$ cat src/rtl/mod_add_vec_ctrl_if.sv
// Bus bundle for mod_add_vec_ctrl: control handshake, operand read port and result write port.
// The sub signal exists only when MOD_ADD_VEC_SUB_EN is defined.
interface mod_add_vec_ctrl_if #(
  parameter int K  = 8,
  parameter int AW = 4
);
  logic          start;
  logic [AW:0]   len;
  logic [K-1:0]  modulus;
`ifdef MOD_ADD_VEC_SUB_EN
  logic          sub;
`endif
  logic          busy;
  logic          done;
  logic          rd_en;
  logic [AW-1:0] rd_addr;
  logic [K-1:0]  rd_a;
  logic [K-1:0]  rd_b;
  logic          wr_en;
  logic [AW-1:0] wr_addr;
  logic [K-1:0]  wr_data;

`ifdef MOD_ADD_VEC_SUB_EN
  modport master (
    input  start, len, modulus, sub, rd_a, rd_b,
    output busy, done, rd_en, rd_addr, wr_en, wr_addr, wr_data
  );
  modport slave (
    output start, len, modulus, sub, rd_a, rd_b,
    input  busy, done, rd_en, rd_addr, wr_en, wr_addr, wr_data
  );
`else
  modport master (
    input  start, len, modulus, rd_a, rd_b,
    output busy, done, rd_en, rd_addr, wr_en, wr_addr, wr_data
  );
  modport slave (
    output start, len, modulus, rd_a, rd_b,
    input  busy, done, rd_en, rd_addr, wr_en, wr_addr, wr_data
  );
`endif
endinterface

$ cat src/rtl/mod_add_vec_ctrl.sv
// Sequencer streaming C[i] = (A[i] +/- B[i]) mod M over a vector, one element per cycle.
// Define MOD_ADD_VEC_SUB_EN to add the latched sub (modular subtraction) mode.
module mod_add_vec_ctrl #(
  parameter int K  = 8,
  parameter int AW = 4
) (
  input  logic                 clk,
  input  logic                 rst,
  mod_add_vec_ctrl_if.master   bus
);

  localparam logic [AW:0] N = (AW+1)'(1 << AW);

  typedef enum logic [1:0] {IDLE, RUN, DRAIN, DONE} state_t;

  state_t        state, state_nx;
  logic [AW:0]   len_q;
  logic [K-1:0]  mod_q;
  logic [AW-1:0] cnt;
  logic [AW:0]   len_eff;
  logic          take_start;
  logic          last_rd;
  logic          rd_en;
  logic          vld_p1;
  logic [AW-1:0] addr_p1;
  logic          wr_en_p2;
  logic [AW-1:0] wr_addr_p2;
  logic [K-1:0]  wr_data_p2;
`ifdef MOD_ADD_VEC_SUB_EN
  logic          sub_q;
`endif

  function automatic logic [K-1:0] mod_add(input logic [K-1:0] a, input logic [K-1:0] b,
                                           input logic [K-1:0] m);
    logic [K:0] s;
    logic [K:0] d;
    s = {1'b0, a} + {1'b0, b};
    d = s - {1'b0, m};
    return (s >= {1'b0, m}) ? d[K-1:0] : s[K-1:0];
  endfunction

`ifdef MOD_ADD_VEC_SUB_EN
  function automatic logic [K-1:0] mod_sub(input logic [K-1:0] a, input logic [K-1:0] b,
                                           input logic [K-1:0] m);
    logic [K:0] t;
    logic [K:0] u;
    t = {1'b0, a} - {1'b0, b};
    u = t + {1'b0, m};
    return t[K] ? u[K-1:0] : t[K-1:0];
  endfunction
`endif

  assign len_eff    = (bus.len > N) ? N : bus.len;
  // A new run may be accepted in the DONE cycle as well, giving back-to-back runs.
  assign take_start = bus.start && ((state == IDLE) || (state == DONE));
  assign last_rd    = (state == RUN) && ({1'b0, cnt} == (len_q - (AW+1)'(1)));
  assign rd_en      = (state == RUN);

  always_comb begin
    state_nx = state;
    case (state)
      IDLE, DONE: begin
        if (take_start)          state_nx = (len_eff != '0) ? RUN : DONE;
        else if (state == DONE)  state_nx = IDLE;
      end
      RUN:     if (last_rd) state_nx = DRAIN;
      DRAIN:   if (!vld_p1) state_nx = DONE;
      default: state_nx = IDLE;
    endcase
  end

  always_ff @(posedge clk or posedge rst) begin
    if (rst) begin
      state <= IDLE;
      len_q <= '0;
      mod_q <= '0;
      cnt   <= '0;
`ifdef MOD_ADD_VEC_SUB_EN
      sub_q <= 1'b0;
`endif
    end else begin
      state <= state_nx;
      if (take_start) begin
        len_q <= len_eff;
        mod_q <= bus.modulus;
        cnt   <= '0;
`ifdef MOD_ADD_VEC_SUB_EN
        sub_q <= bus.sub;
`endif
      end else if (rd_en && !last_rd) begin
        cnt <= cnt + AW'(1);
      end
    end
  end

  // Stage 1: valid/address of the operand data returning this cycle
  always_ff @(posedge clk or posedge rst) begin
    if (rst) begin
      vld_p1  <= 1'b0;
      addr_p1 <= '0;
    end else begin
      vld_p1  <= rd_en;
      addr_p1 <= cnt;
    end
  end

  // Stage 2: registered modular result and write strobe
  always_ff @(posedge clk or posedge rst) begin
    if (rst) begin
      wr_en_p2   <= 1'b0;
      wr_addr_p2 <= '0;
      wr_data_p2 <= '0;
    end else begin
      wr_en_p2   <= vld_p1;
      wr_addr_p2 <= addr_p1;
      if (vld_p1) begin
`ifdef MOD_ADD_VEC_SUB_EN
        wr_data_p2 <= sub_q ? mod_sub(bus.rd_a, bus.rd_b, mod_q)
                            : mod_add(bus.rd_a, bus.rd_b, mod_q);
`else
        wr_data_p2 <= mod_add(bus.rd_a, bus.rd_b, mod_q);
`endif
      end
    end
  end

  assign bus.busy    = (state == RUN) || (state == DRAIN);
  assign bus.done    = (state == DONE);
  assign bus.rd_en   = rd_en;
  assign bus.rd_addr = rd_en ? cnt : '0;
  assign bus.wr_en   = wr_en_p2;
  assign bus.wr_addr = wr_addr_p2;
  assign bus.wr_data = wr_data_p2;

endmodule
$ cat src/flat_wrapper.sv
// flat-port wrapper written by rule: the top's interface ports become plain ports
module mod_add_vec_ctrl_flat 
#(
  parameter int K  = 8,
  parameter int AW = 4
)
  (clk, rst, bus_start, bus_len, bus_modulus, bus_rd_a, bus_rd_b, bus_busy, bus_done, bus_rd_en, bus_rd_addr, bus_wr_en, bus_wr_addr, bus_wr_data);
  mod_add_vec_ctrl_if #(.K(K), .AW(AW)) bus_i ();
  input  logic clk;
  input  logic rst;
  input wire logic [$bits(bus_i.start)-1:0] bus_start;
  input wire logic [$bits(bus_i.len)-1:0] bus_len;
  input wire logic [$bits(bus_i.modulus)-1:0] bus_modulus;
  input wire logic [$bits(bus_i.rd_a)-1:0] bus_rd_a;
  input wire logic [$bits(bus_i.rd_b)-1:0] bus_rd_b;
  output wire logic [$bits(bus_i.busy)-1:0] bus_busy;
  output wire logic [$bits(bus_i.done)-1:0] bus_done;
  output wire logic [$bits(bus_i.rd_en)-1:0] bus_rd_en;
  output wire logic [$bits(bus_i.rd_addr)-1:0] bus_rd_addr;
  output wire logic [$bits(bus_i.wr_en)-1:0] bus_wr_en;
  output wire logic [$bits(bus_i.wr_addr)-1:0] bus_wr_addr;
  output wire logic [$bits(bus_i.wr_data)-1:0] bus_wr_data;
  assign bus_i.start = bus_start;
  assign bus_i.len = bus_len;
  assign bus_i.modulus = bus_modulus;
  assign bus_i.rd_a = bus_rd_a;
  assign bus_i.rd_b = bus_rd_b;
  assign bus_busy = bus_i.busy;
  assign bus_done = bus_i.done;
  assign bus_rd_en = bus_i.rd_en;
  assign bus_rd_addr = bus_i.rd_addr;
  assign bus_wr_en = bus_i.wr_en;
  assign bus_wr_addr = bus_i.wr_addr;
  assign bus_wr_data = bus_i.wr_data;
  mod_add_vec_ctrl #(.K(K), .AW(AW)) u_core (.clk(clk), .rst(rst), .bus(bus_i));
endmodule
$ cat config.mk
export PLATFORM = sky130hd
export DESIGN_NAME = mod_add_vec_ctrl_flat
export DESIGN_NICKNAME = d
export VERILOG_FILES = /design/src/rtl/mod_add_vec_ctrl_if.sv /design/src/rtl/mod_add_vec_ctrl.sv /design/src/flat_wrapper.sv
export SDC_FILE = /design/constraint.sdc
export NUM_CORES = 1
export LEC_CHECK = 0
export CAP_MARGIN = 20
export CORE_MARGIN = 2
export CORE_UTILIZATION = 50
export DETAILED_ROUTE_END_ITERATION = 8
export PLACE_DENSITY_LB_ADDON = 0.3
export SLEW_MARGIN = 20
export SYNTH_ARGS = -nofsm -noshare
export SYNTH_HDL_FRONTEND = slang
export SYNTH_SLANG_ARGS = --single-unit
$ cat constraint.sdc
create_clock -name clk -period 2.5 [get_ports clk]
set_input_delay 0.25 -clock clk [delete_from_list [all_inputs] [get_ports clk]]
set_output_delay 0.25 -clock clk [all_outputs]
set_load 0.005 [all_outputs]
### Yosys cells after proc, flatten, opt, wreduce, memory -nomap -nowiden

Index checks and enable logic that the tools add are counted.

* flip-flop bits (word level): 37
* bits of input ports: 32
* output and inout bits: 20
* logic and storage cells: 44

* $add $sub $neg: 4
* order comparisons: 2
* equal/unequal tests: 7
* mux-type cells: 11
* reduce and logical (&&, ||, !) cells: 11

Operators with widths (count)
* $mux 4: 3
* $mux 2: 5
* $add 8x8->9: 1
* $ge 9x8->1: 1
* $mux 8: 1
* $sub 8x8->8: 1
* $pmux 2 s3: 1
* $eq 4x5->1: 1
* $gt 5x5->1 const B: 1
* $mux 5: 1
* $reduce_bool 5->1: 1
* $sub 5x1->5 const B: 1
* $add 4x1->4 const B: 1
* $eq 2x2->1 const B: 2
* $logic_and 1x1->1: 3
* $ne 3x2->1 const B: 1
* $reduce_and 3->1: 1
* $eq 2x1->1 const B: 1
* $logic_not 2->1: 1
* $logic_or 1x1->1: 2
* $ne 2x1->1 const B: 1
* $ne 2x2->1 const B: 1
* $reduce_bool 2->1: 1
* $reduce_or 2->1: 1
* $logic_not 1->1: 1

### Longest topological paths before layout

Gate-level depths: netlist of the first run.

* depth in word-level cells: 7
* mapped depth: 14
* depth with buffers taken out: 13

### Worst setup path before layout of the first run

Ideal clock, no wire load.

* path type: input-to-reg
* start: input port bus_rd_b[0]
* end: register u_core.wr_data_p2[0] (netlist: u_core.bus.wr_data[0])
* library setup time: 0.073 ns
* arrival time: 3.119 ns
* required time: 2.427 ns
* path slack: -0.692 ns
* stages: 14
* path buffers: 1
* cells stage by stage: ha_1 -> fa_1 -> a211oi_2 -> o21bai_1 -> a21oi_1 -> xnor2_1 -> ha_1 -> o211a_1 -> a211oi_2 -> a211oi_2 -> or3b_1 -> buf_6 -> mux2_4 -> a21oi_2

* word-level cells in the longest chain between the ends: 3
* elaborated cells between the ends (all ways): 4
* those cells by class: add/sub (2); order compare (1); mux (1)

RTL lines
* start, declared: RTL line flat_wrapper.sv:15 `input wire logic [$bits(bus_i.rd_b)-1:0] bus_rd_b;`
* $add 8x8->9 *: RTL line mod_add_vec_ctrl.sv:37 `s = {1'b0, a} + {1'b0, b};`
* $sub 8x8->8 or $ge 9x8->1 (tied branches): RTL line mod_add_vec_ctrl.sv:38, mod_add_vec_ctrl.sv:39
* $mux 8 *: RTL line mod_add_vec_ctrl.sv:39 `return (s >= {1'b0, m}) ? d[K-1:0] : s[K-1:0];`
* end signal, assigned: RTL line mod_add_vec_ctrl.sv:121 `wr_data_p2 <= mod_add(bus.rd_a, bus.rd_b, mod_q);`
* end, declared: RTL line mod_add_vec_ctrl.sv:28 `logic [K-1:0] wr_data_p2;`

Mark *: on every way between the ends. The rest lies on a longest branch, timed or not.
A chain may end at the register's enable or synchronous reset.

### Worst setup path after layout of the first run

* start: input port bus_rd_b[0]
* end: register u_core.wr_data_p2[6] (netlist: u_core.bus.wr_data[6])

The elaborated chain is that of the path after synthesis.

==> results of run 1 <==
final timing paths:
path                       cells after the start               endpoint
max                                           16  u_core.bus.wr_data[6]
min                                            0  u_core.bus.wr_addr[2]
max reg2reg                                    9  u_core.bus.wr_data[6]
min reg2reg                                    0  u_core.bus.wr_addr[2]
max in group asynchronous                      3        u_core.state[1]
min in group asynchronous                      3  u_core.bus.wr_data[1]
power groups by stage:
stage	registers, uW	clock network, uW	logic, uW
2_1_floorplan	983	0	1350
3_3_place_gp	1030	0	2030
3_5_place_dp	1040	0	2100
4_1_cts	1040	457	2260
5_1_grt	1080	488	2680
6_report	1050	458	2470
synth_stat cells (2+ instances only):
cell / count
a211oi_1: 3
a211oi_2: 3
a21o_1: 3
a21oi_1: 15
and2_1: 4
clkbuf_1: 5
dfrtp_1: 37
fa_1: 2
ha_1: 22
inv_1: 18
mux2i_1: 5
nand2_1: 24
nand3_1: 3
nand3b_1: 4
nand4_1: 3
nor2_1: 9
nor2b_1: 2
nor3_1: 4
o211a_1: 2
o21a_1: 3
o21ai_0: 20
o21bai_1: 2
or3_1: 2
xnor2_1: 9
xor2_1: 7
sequential cells by signal, summed over array words and instances (netlist names):
signal              cells
u_core.bus.wr_data      8
u_core.mod_q            8
u_core.len_q            5
u_core.addr_p1          4
u_core.bus.wr_addr      4
u_core.cnt              4
u_core.state            2
u_core.bus.wr_en        1
u_core.vld_p1           1
cells by family after synthesis:
kind of cell             after synthesis  share of synthesized area, %
AO/OA/AOI/OAI                         66                         19.46
AND/OR/NAND/NOR                       62                         13.62
flip-flops                            37                         40.00
buffers and inverters                 25                         4.432
adder cells (fa/ha/maj)               24                         13.62
XOR/XNOR                              16                         6.054
multiplexers                           6                         2.811
routing by layer:
metal / vias to the layer above / track usage [%] / routed length [um]
met5: - / 0 / 0
met4: 0 / 7.757 / 145
met3: 18 / 4.861 / 305
met2: 65 / 44.65 / 3441
met1: 1072 / 31.89 / 2724
li1: 1048 / - / -
layout make-up:
cell class / count / area, sq um / share of cell area (%)
clock buffers: 7 / 96.34 / 2.704
inverters: 18 / 67.56 / 1.896
multi-input cells: 174 / 1471 / 41.29
flip-flops and latches: 37 / 925.9 / 25.98
well taps: 52 / 65.06 / 1.826
clock inverters: 1 / 5.005 / 0.1404
repair buffers: 105 / 932.1 / 26.16
cells in the final DEF (no fill, tap or decap), types with 2 or more instances in the layout:
cell type / synthesis / layout
nand2_1: 24 / 24
nor3_1: 4 / 3
o21ai_1: 0 / 4
ha_4: 0 / 6
inv_1: 18 / 18
nor2_2: 0 / 2
clkbuf_8: 0 / 7
dfrtp_1: 37 / 37
o21a_1: 3 / 2
nand3b_1: 4 / 4
a211oi_2: 3 / 3
mux2i_2: 0 / 3
nor2_1: 9 / 7
nor2b_1: 2 / 2
o21ai_0: 20 / 16
xor2_1: 7 / 7
a21oi_2: 1 / 4
buf_4: 0 / 49
buf_6: 1 / 9
o211a_1: 2 / 2
or3_1: 2 / 2
dlymetal6s2s_1: 0 / 2
a211oi_1: 3 / 2
xnor2_1: 9 / 8
nand4_1: 3 / 3
mux2i_1: 5 / 2
nand3_1: 3 / 3
a21oi_1: 15 / 12
clkdlybuf4s50_1: 0 / 41
a21o_1: 3 / 3
and2_1: 4 / 4
dlygate4sd2_1: 0 / 2
clkbuf_2: 0 / 2
ha_1: 22 / 16
worst max-delay path: cells and delay by family:
kind                       cells  cell delay, ns
xor gates and xnor gates       1            0.29
and+or+nand+nor                1            0.47
adders and majority gates      2            0.39
AOI/OAI and AO/OA              7            1.34
buffers and inverters          4            0.52
muxes                          1            0.14
per-stage QoR:
| stage | power [uW] | worst slack (ns) | utilization (%) | std cells | cell area, sq um |
|---|---|---|---|---|---|
| 2_1_floorplan | 2330 | -0.6084 | - | 236 | 2365 |
| 3_3_place_gp | 3056 | -1.137 | 72.11 | 369 | 3183 |
| 3_5_place_dp | 3139 | -1.280 | 72.11 | 369 | 3183 |
| 4_1_cts | 3749 | -0.5014 | 77.72 | 390 | 3431 |
| 5_1_grt | 4247 | -0.7297 | 80.73 | 394 | 3563 |
| 6_report | 3975 | -0.6913 | 80.73 | 394 | 3563 |
timing repair:
item	CTS	global route
buffers inserted	13	7
setup endpoints to repair	8	8
gates resized for setup	34	26
pin swaps	23	26
==> results by group, run 1 <==
Run status
  – Status: complete, but fails checks
  – Violated checks: negative setup slack

Drt
  – Vias per cell: about 5.6
  – Remaining DRCs: 0
  – Final ANT Viol Nets: 0
  – Initial drt markers: about 120
  – Post-Route WL: about 6600 um
  – Post-DR wirelength/cell: between 15 and 20 um
  – Vias: approximately 2200
  – DRT Pass-1 Iters: 5

Min path
  – Hold Path Origin: u_core.addr_p1[2]
  – Hold WC Path Type: reg2reg

Placed design
  – Routability Congestion: between 0.8 and 0.9
  – IO Port Bufs: around 50
  – Dpl hpwl: around 4200 um

CTS
  – H-tree levels: 2
  – CTS root buf: clkbuf_8
  – TritonCTS clock tree: yes
  – Hold Buf Count CTS: 0
  – Clk slew on worst S/H paths: roughly 0.070 ns
  – Largest buffer count on any clock path: 2
  – Worst skew pair latency: slightly below 0.3 ns
  – Inserted Clock Buffers: 5
  – Sink Count: 37

Power
  – VDD IR max: between 0.7 and 0.8 mV
  – Internal Power: between 2000 and 2500 uW
  – Pleak: approximately 0.0017 uW
  – Sw Ratio: 39.89%
  – Psw: approximately 1600 uW
  – Comb pwr share: 62.2%
  – Part of the power in registers: a little over a quarter
  – Clock share of power: approximately 12%
  – PwrDens: about 1100 nW/um^2

Critical path
  – Req. time, crit path: ~2.7 ns
  – Worst Setup Start Kind: input pin
  – Crit Path Class: in2reg
  – RR Startpoint: u_core.mod_q[1]
  – CP peak stage delay: between 0.4 and 0.5 ns
  – Worst reg2reg setup slack: around 0.02 ns
  – CP Capture Type: register
  – Crit path cell chain: buf_6 > ha_4 > buf_4 > a211o_1 > a21o_1 > a21oi_2 > xor2_1 > inv_1 > ha_4 > o211a_1 > a211oi_2 > a211oi_2 > or3b_4 > buf_6 > mux2i_2 > a21oi_1
  – CP max stage cell: or3b_4
  – Crit path from: bus_rd_b[0]
  – Crit path DAT: between 3 and 4 ns
  – Critical path fanouts, max: 4

STA
  – Relative slew slack: between 60% and 70%
  – Worst clock skew: ~0.0040 ns
  – Hold Fails Final Rpt: 0
  – Setup-failing EPs final: 8
  – Unrepaired setup endpoints after global routing: true
  – Tmin final: approximately 3.2 ns
  – Max-slew violation count: 0
  – WHS: 0.3512 ns
  – Worst Tran Pin Value: approximately 0.55 ns
  – Fin crit share: 127.7%
  – Worst setup margin: -0.6913 ns
  – Fin Setup TNS: -4.950 ns
  – Achievable Freq: 0.3133 GHz

Cells and area
  – Fill count: approximately 270
  – Layout Nets: 397
  – Layout cell share with drive strength beyond 1: between 30% and 40%
  – Area Overhead vs Synth: 53.95%
  – N_diodes: 0

Die
  – Horiz. Die Dim: about 70 um
  – Die Ht: around 72 um
  – Ports: 52
  – Starting Density: a little over half
  – # rows: 24
  – Die area: around 5200 sq um
  – Core ar.: between 4000 and 5000 sq um

Logic synthesis
  – Syn avg cell area: roughly 9.8 sq um
  – Synth Instances: around 240
  – Post-synth top area cell: dfrtp_1
  – Yosys top cell area share: roughly 40%
  – Synthesis warning total: 0
  – Number of synthesized flops with an enable pin: 0
  – Synth async-reset ratio: between 90% and 100%
  – Largest cells by area after synthesis: dfrtp_1 40%, ha_1 12%, o21ai_0 4.3%, nand2_1 3.9%, xnor2_1 3.4%
  – Synth unique cells: 50
  – Syn_nets: 292
  – Most common flop cell mapped by yosys: dfrtp_1
  – Seq cells post-synth: 37
  – Syn Std Cell Area: around 2300 sq um
  – Seq/Total Area, Yosys: between 40% and 50%

Global route
  – GRT Total Usage: 25.46%
  – Initial antenna violation count: 0
  – Grt ovf: 0
  – First-pass GRT wire length: about 10000 um
  – Largest net degree at the start of global routing: 38
  – Vias in the first global route: 2162

Run
  – Max_cap viols: 0
Power figures use the tool's default switching activity.
==> run 2: changes to the inputs <==
Settings changed: ABC_AREA set to 1, TNS_END_PERCENT set to 5.
==> run 2 against run 1 <==
Critical path depth grew 2. Die area is 6.2% higher. Synthesized area up 6.5%. Via count increased by 22%. Hold slack lost 0.0069 ns. Core utilization decreased by 0.28 points. Global-route usage decreased by 0.32 points. Final cell count grew 24%. Clock skew grew 0.0048 ns. Sequential share of layout area fell by 1.8 points. The flow still finishes with violations (negative setup slack). Highest routed layer unchanged.
==> results by group, run 2 <==
STA
  – Max-slew violation count: 0 (unchanged)
  – Fin crit share: 102.5% (-25 points)
  – Hold Fails Final Rpt: 0 (unchanged)
  – Tmin final: 2.563 ns (-0.6286 ns)
  – Achievable Freq: 0.3902 GHz (+25%)
  – Setup-failing EPs final: 6 (-2)
  – Worst setup margin: -0.06272 ns (+0.6286 ns)
  – Fin Setup TNS: -0.1883 ns (+4.762 ns)
  – Relative slew slack: 60.97% (-2.5 points)
  – Worst Tran Pin Value: 0.5848 ns (+0.03707 ns)
  – Worst clock skew: 0.008861 ns (+0.004839 ns)

Drt
  – Highest metal used: met4
  – Met2 WL: 3992 um (+16%)
  – Vias per cell: 5.465 (-2.3%)
  – Met1 wire length: 3042 um (+12%)
  – Remaining DRCs: 0 (unchanged)
  – Vias: 2678 (+22%)
  – Post-Route WL: 8159 um (+23%)
  – DRT Pass-1 Iters: 5 (unchanged)
  – Final ANT Viol Nets: 0 (unchanged)
  – Initial drt markers: 198 (+66%)
  – Post-DR wirelength/cell: 16.65 um (-0.84%)
  – WL met3: 565 um (+85%)

Die
  – Starting Density: 51.87% (-0.57 points)
  – Core ar.: 4755 sq um (+7.7%)
  – Horiz. Die Dim: 74.23 um (+3.0%)
  – Ports: 52 (unchanged)
  – # rows: 25 (+4.2%)
  – Die Ht: 74.23 um (+3.0%)
  – Die area: 5510 sq um (+6.2%)

Cells and area
  – Area Overhead vs Synth: 55.10%
  – Layout Nets: 478 (+20%)
  – Most frequent cells in the layout: 87 x nand2_1, 47 x inv_1, 41 x buf_4
  – Most common cell after layout, fill and taps aside: nand2_1
  – N_diodes: 0 (unchanged)
  – Layout cell share with drive strength beyond 1: 27.90% (-2.5 points)
  – Fill count: 291 (+7.0%)

Logic synthesis
  – Syn Std Cell Area: 2466 sq um (+6.5%)
  – Synth Instances: 325 (+38%)
  – Synth unique cells: 27 (-46%)
  – Largest cells by area after synthesis: dfrtp_1 38%, nand2_1 16%, ha_1 11%, inv_1 7.6%, nand3_1 5.9%
  – Number of synthesized flops with an enable pin: 0 (unchanged)
  – Post-synth top cells: 104 x nand2_1, 50 x inv_1, 37 x dfrtp_1
  – Seq/Total Area, Yosys: 37.54% (-2.5 points)
  – Seq cells post-synth: 37 (unchanged)
  – Syn_nets: 381 (+30%)
  – Most common flop cell mapped by yosys: dfrtp_1
  – Post-synth top area cell: dfrtp_1
  – Synth async-reset ratio: 100.0% (unchanged)
  – Synthesis warning total: 0 (unchanged)
  – Yosys top cell area share: 37.54% (-2.5 points)
  – Syn avg cell area: 7.588 sq um (-23%)
  – Most frequent cell after synthesis: nand2_1

Power
  – Clock share of power: 13.8% (+2.3 points)
  – Pleak: 0.002000 uW (+20%)
  – Comb pwr share: 63.2% (+1.0 points)
  – Internal Power: 2531 uW (+5.9%)
  – Total power draw: 4501 uW (+13%)
  – Part of the power in registers: 23.0% (-3.3 points)
  – Sw Ratio: 43.77% (+3.9 points)
  – Psw: 1970 uW (+24%)
  – VDD IR max: 0.6620 mV (-15%)
  – PwrDens: 1177 nW/um^2 (+5.5%)

Run status
  – Status: complete, but fails checks
  – Violated checks: negative setup slack

Critical path
  – Crit path DAT: 2.76 ns (-0.63 ns)
  – R2R Path End: u_core.cnt[2]
  – Crit path cell chain: clkdlybuf4s15_1 > ha_4 > fa_2 > nand3_2 > nand3b_1 > nand2_1 > inv_2 > ha_4 > nand2_1 > nor2_4 > nand3_2 > nand2_2 > nand2_4 > buf_4 > nand3_2 > nand2_1 > nor2_1 > nor2_1
  – Worst Reg-to-Reg Cells: 8 (-1)
  – RR Startpoint: u_core.state[0]
  – Critical path fanouts, max: 4 (unchanged)
  – CP peak stage delay: 0.43 ns (-0.04 ns)
  – Worst reg2reg setup slack: 0.38 ns (+0.36 ns)
  – Crit path from: bus_rd_b[0]
  – Req. time, crit path: 2.69 ns (about the same)
  – CP endpoint: u_core.bus.wr_data[7]
  – CP max stage cell: fa_2
  – Worst Setup Start Kind: input pin
  – Crit Path Class: in2reg
  – CP Capture Type: register

Min path
  – Hold WC Path Type: reg2reg

CTS
  – Inserted Clock Buffers: 5 (unchanged)
  – CTS root buf: clkbuf_8
  – TritonCTS clock tree: yes
  – H-tree levels: 2 (unchanged)
  – Sink Count: 37 (unchanged)
  – Clk slew on worst S/H paths: 0.08 ns (about the same)
  – Largest buffer count on any clock path: 2 (unchanged)
  – Worst skew pair latency: 0.30 ns (about the same)

Placed design
  – IO Port Bufs: 51 (unchanged)
  – Routability Congestion: 0.8507 (-4.2%)
  – Dpl hpwl: 4257 um (+0.37%)

Global route
  – Grt ovf: 0 (unchanged)
  – Largest net degree at the start of global routing: 38 (unchanged)
  – First-pass GRT wire length: 10490 um (+3.3%)
  – Vias in the first global route: 2371 (+9.7%)
  – Initial antenna violation count: 0 (unchanged)
  – GRT Total Usage: 25.14% (-0.32 points)

Run
  – Max_cap viols: 0 (unchanged)
run 2: area by class of cell:
type | count | area [sq um] | share of cell area (%)
clock buffers | 5 | 68.82 | 1.799
clock inverters | 3 | 65.06 | 1.701
inverters | 54 | 205.2 | 5.365
multi-input cells | 231 | 1619 | 42.33
flip-flops and latches | 37 | 925.9 | 24.21
well taps | 67 | 83.83 | 2.192
repair buffers | 93 | 857.1 | 22.41
run 2: what timing repair did:
item,in CTS,in global routing
gates cloned,1,0
hold buffers,0,0
endpoints found under the hold margin,0,0
pin swaps,16,30
endpoints found under the setup margin,8,8
setup buffers,16,3
resized for setup,19,52
run 2: metal layers:
layer	vias to the layer above	GRT usage (%)
met5	-	0
met4	0	10.91
met3	60	4.201
met2	145	42.36
met1	1260	32.06
li1	1213	-
run 2: through the flow:
step / setup slack (ns) / cells / area (sq um) / util [%] / hold WS [ns]
detailed placement: -0.5263 / 462 / 3217 / 67.66 / 0.3363
global placement: -0.4050 / 462 / 3217 / 67.66 / 0.3332
floorplan: 0.1530 / 325 / 2466 / - / 0.3312
global route: -0.1483 / 490 / 3825 / 80.45 / 0.3455
CTS: 0.02433 / 487 / 3563 / 74.95 / 0.3436
finish: -0.06272 / 490 / 3825 / 80.45 / 0.3444
run 2: how the worst min path moves through the flow:
stage                                  from                     to  slack, ns  cells past startpoint
after floorplan           u_core.addr_p1[0]  u_core.bus.wr_addr[0]       0.33                      0
after global placement    u_core.addr_p1[0]  u_core.bus.wr_addr[0]       0.33                      0
after detailed placement  u_core.addr_p1[2]  u_core.bus.wr_addr[2]       0.34                      0
after CTS                 u_core.addr_p1[0]  u_core.bus.wr_addr[0]       0.34                      0
after global routing      u_core.addr_p1[0]  u_core.bus.wr_addr[0]       0.35                      0
final                     u_core.addr_p1[0]  u_core.bus.wr_addr[0]       0.34                      0
run 2: cells by family (layout without fill, tap and decap cells):
family	Yosys count	after routing	synth area share, %
AND/OR/NAND/NOR	174	175	32.12
buffers and inverters	58	155	8.878
flip-flops	37	37	37.54
adder cells (fa/ha/maj)	24	24	12.79
AO/OA/AOI/OAI	22	22	5.124
XOR/XNOR	10	10	3.552
run 2: power groups by stage:
stage	logic (uW)	clock network, uW	registers (uW)
2_1_floorplan	1420	0	992
3_3_place_gp	2100	0	1020
3_5_place_dp	2180	0	1030
4_1_cts	2380	619	1020
5_1_grt	3050	652	1070
6_report	2840	623	1030
run 2: worst max-delay path: cells and delay by family:
kind                       cells  cell delay (ns)
buffers and inverters          3             0.42
adders and majority gates      3             0.90
and+or+nand+nor               12             1.18
==> run 3: changes to the inputs <==
Settings changed: ABC_AREA 1 to 0.
==> run 3 against run 2 <==
Register-to-register slack worse by 0.37 ns. Critical path depth decreased by 3. Largest cell class unchanged. Non-clock buffer count up 2. Clock power about the same. Wire length down 29%. Setup slack lost 0.52 ns. Sequential cell count stayed put. Clock skew decreased by 0.00054 ns. Global-route usage fell by 0.71 points. The run still ends with negative setup slack left. Highest routed layer unchanged. Clock-buffer cell count stayed put. Die area down 5.8%.
==> results by group, run 3 (synthesis results as in run 1) <==
Run status
  – Status: complete, but fails checks
  – Violated checks: negative setup slack

CTS
  – Sink Count: 37 (unchanged)
  – H-tree levels: 2 (unchanged)
  – CTS root buf: clkbuf_8
  – Inserted Clock Buffers: 5 (unchanged)
  – Largest buffer count on any clock path: 2 (unchanged)
  – Worst skew pair latency: 0.29 ns (about the same)
  – Clk slew on worst S/H paths: 0.08 ns (about the same)
  – TritonCTS clock tree: yes
  – Hold Buf Count CTS: 0 (unchanged)

Critical path
  – Crit path cell chain: buf_6 > ha_4 > fa_2 > a211oi_2 > o21bai_1 > a21oi_1 > xnor2_1 > ha_1 > o211a_1 > a211oi_2 > a211oi_2 > or3b_4 > buf_6 > mux2i_2 > o21ai_1
  – Worst Reg-to-Reg Cells: 9 (+1)
  – Crit Path Class: in2reg
  – CP peak stage delay: 0.42 ns (about the same)
  – Crit path DAT: 3.25 ns (+0.49 ns)
  – Critical path fanouts, max: 5 (+1)
  – CP Capture Type: register
  – Worst Setup Start Kind: input pin
  – Req. time, crit path: 2.66 ns (-0.03 ns)
  – CP most frequent cell: a211oi_2
  – CP max stage cell: or3b_4

Placed design
  – Dpl hpwl: 4078 um (-4.2%)
  – IO Port Bufs: 51 (unchanged)
  – DP Cell Count: 368 (-20%)
  – Routability Congestion: 0.8840 (+3.9%)
  – Placement Cell Area: 3157 sq um (-1.9%)

Power
  – Clock share of power: 15.8% (+2.0 points)
  – Internal Power: 2431 uW (-3.9%)
  – Part of the power in registers: 26.4% (+3.4 points)
  – Sw Ratio: 38.05% (-5.7 points)
  – PwrDens: 1139 nW/um^2 (-3.2%)
  – Comb pwr share: 57.8% (-5.4 points)
  – VDD IR max: 0.7599 mV (+15%)
  – Pleak: 0.001597 uW (-20%)
  – Psw: 1493 uW (-24%)
  – Total power draw: 3925 uW (-13%)

STA
  – Hold Fails Final Rpt: 0 (unchanged)
  – Setup-failing EPs final: 8 (+2)
  – Max-slew violation count: 0 (unchanged)
  – Unrepaired setup endpoints after global routing: true
  – Tmin final: 3.086 ns (+0.5235 ns)
  – Worst clock skew: 0.008322 ns (-0.0005390 ns)
  – Worst Tran Pin Value: 0.5114 ns (-0.07341 ns)
  – Relative slew slack: 65.91% (+4.9 points)
  – Fin crit share: 123.5% (+21 points)
  – Worst setup margin: -0.5863 ns (-0.5235 ns)
  – Achievable Freq: 0.3240 GHz (-17%)

Global route
  – Largest net degree at the start of global routing: 38 (unchanged)
  – M3 GR Usage: 4.167% (-0.034 points)
  – First-pass GRT wire length: 9977 um (-4.9%)
  – GRT Total Usage: 24.43% (-0.71 points)
  – Initial antenna violation count: 0 (unchanged)
  – Vias in the first global route: 2167 (-8.6%)
  – Global route hottest layer: met2
  – Met1 usage: 32.37% (+0.31 points)
  – Met2 GRT Util: 41.05% (-1.3 points)
  – Grt ovf: 0 (unchanged)

Die
  – # rows: 24 (-4.0%)
  – Ports: 52 (unchanged)
  – Starting Density: 52.44% (+0.57 points)
  – Die Ht: 72.04 um (-3.0%)
  – Die area: 5190 sq um (-5.8%)
  – Core ar.: 4414 sq um (-7.2%)
  – Horiz. Die Dim: 72.04 um (-3.0%)

Cells and area
  – Area Overhead vs Synth: 48.81%
  – Layout Nets: 387 (-19%)
  – N_diodes: 0 (unchanged)
  – Post-Layout Cell Count: 384 (-22%)
  – Most common cell after layout, fill and taps aside: clkdlybuf4s50_1
  – Most frequent cells in the layout: 43 x clkdlybuf4s50_1, 39 x buf_4, 37 x dfrtp_1
  – Fill count: 311 (+6.9%)
  – Post-route cell area: 3445 sq um (-9.9%)
  – Layout cell share with drive strength beyond 1: 24.70% (-3.2 points)

Min path
  – Hold WC Path Type: reg2reg
  – Hold depth: 0 (unchanged)

Drt
  – Vias per cell: 5.510 (+0.83%)
  – Final ANT Viol Nets: 0 (unchanged)
  – DRT Pass-1 Iters: 5 (unchanged)
  – Remaining DRCs: 0 (unchanged)
  – Initial drt markers: 129 (-35%)
  – Post-Route WL: 5811 um (-29%)
  – Post-DR wirelength/cell: 15.13 um (-9.1%)
  – Vias: 2116 (-21%)

Run
  – Max_cap viols: 0 (unchanged)
[run 3: layer usage]
layer / wire, um / part of all wire [%]
met5: 0 / 0
met4: 118 / 2.0
met3: 294 / 5.1
met2: 2793 / 48
met1: 2605 / 45
[run 3: worst paths after layout]
kind / slack [ns] / startpoint / end
max: -0.59 / bus_rd_a[0] / u_core.bus.wr_data[2]
min: 0.35 / u_core.addr_p1[2] / u_core.bus.wr_addr[2]
max reg2reg: 0.01 / u_core.mod_q[1] / u_core.bus.wr_data[2]
min reg2reg: 0.35 / u_core.addr_p1[2] / u_core.bus.wr_addr[2]
max in group asynchronous: 1.81 / rst / u_core.mod_q[7]
min in group asynchronous: 0.37 / rst / u_core.bus.wr_data[0]
[run 3: through the flow]
stage	utilization [%]	setup TNS, ns	setup slack [ns]	hold WS [ns]
after floorplan	-	-3.818	-0.6084	0.3312
after CTS	77.78	-3.906	-0.5515	0.3537
final	78.03	-4.087	-0.5863	0.3518
after global placement	71.51	-9.453	-1.229	0.3317
after detailed placement	71.51	-10.33	-1.349	0.3364
after global routing	78.03	-5.444	-0.7112	0.3583
[run 3: power by group through the flow]
stage | registers [uW] | clock network [uW] | logic, uW
6_report | 1040 | 621 | 2270
5_1_grt | 1070 | 657 | 2500
4_1_cts | 1030 | 625 | 2230
3_5_place_dp | 1040 | 0 | 2080
3_3_place_gp | 1030 | 0 | 2010
2_1_floorplan | 983 | 0 | 1340
[run 3: cell type report]
cell class | instances | area, sq um | area share [%]
Sequential cell | 37 | 925.9 | 26.88
Timing Repair Buffer | 95 | 853.3 | 24.77
Inverter | 18 | 67.56 | 1.961
Clock buffer | 5 | 68.82 | 1.998
Clock inverter | 3 | 68.82 | 1.998
Multi-Input combinational cell | 174 | 1395 | 40.50
Tap cell | 52 | 65.06 | 1.889
[run 3: critical path: cells and delay by family]
kind                       cells  cell delay [ns]
AOI/OAI and AO/OA              7             1.08
muxes                          1             0.20
adders and majority gates      3             0.86
xor gates and xnor gates       1             0.18
and+or+nand+nor                1             0.42
buffers and inverters          2             0.25
[run 3: what timing repair did]
item / 4_1_cts / 5_1_grt
setup endpoints to repair: 8 / 9
setup buffers: 7 / 1
pin swaps: 18 / 1
resized for setup: 41 / 1
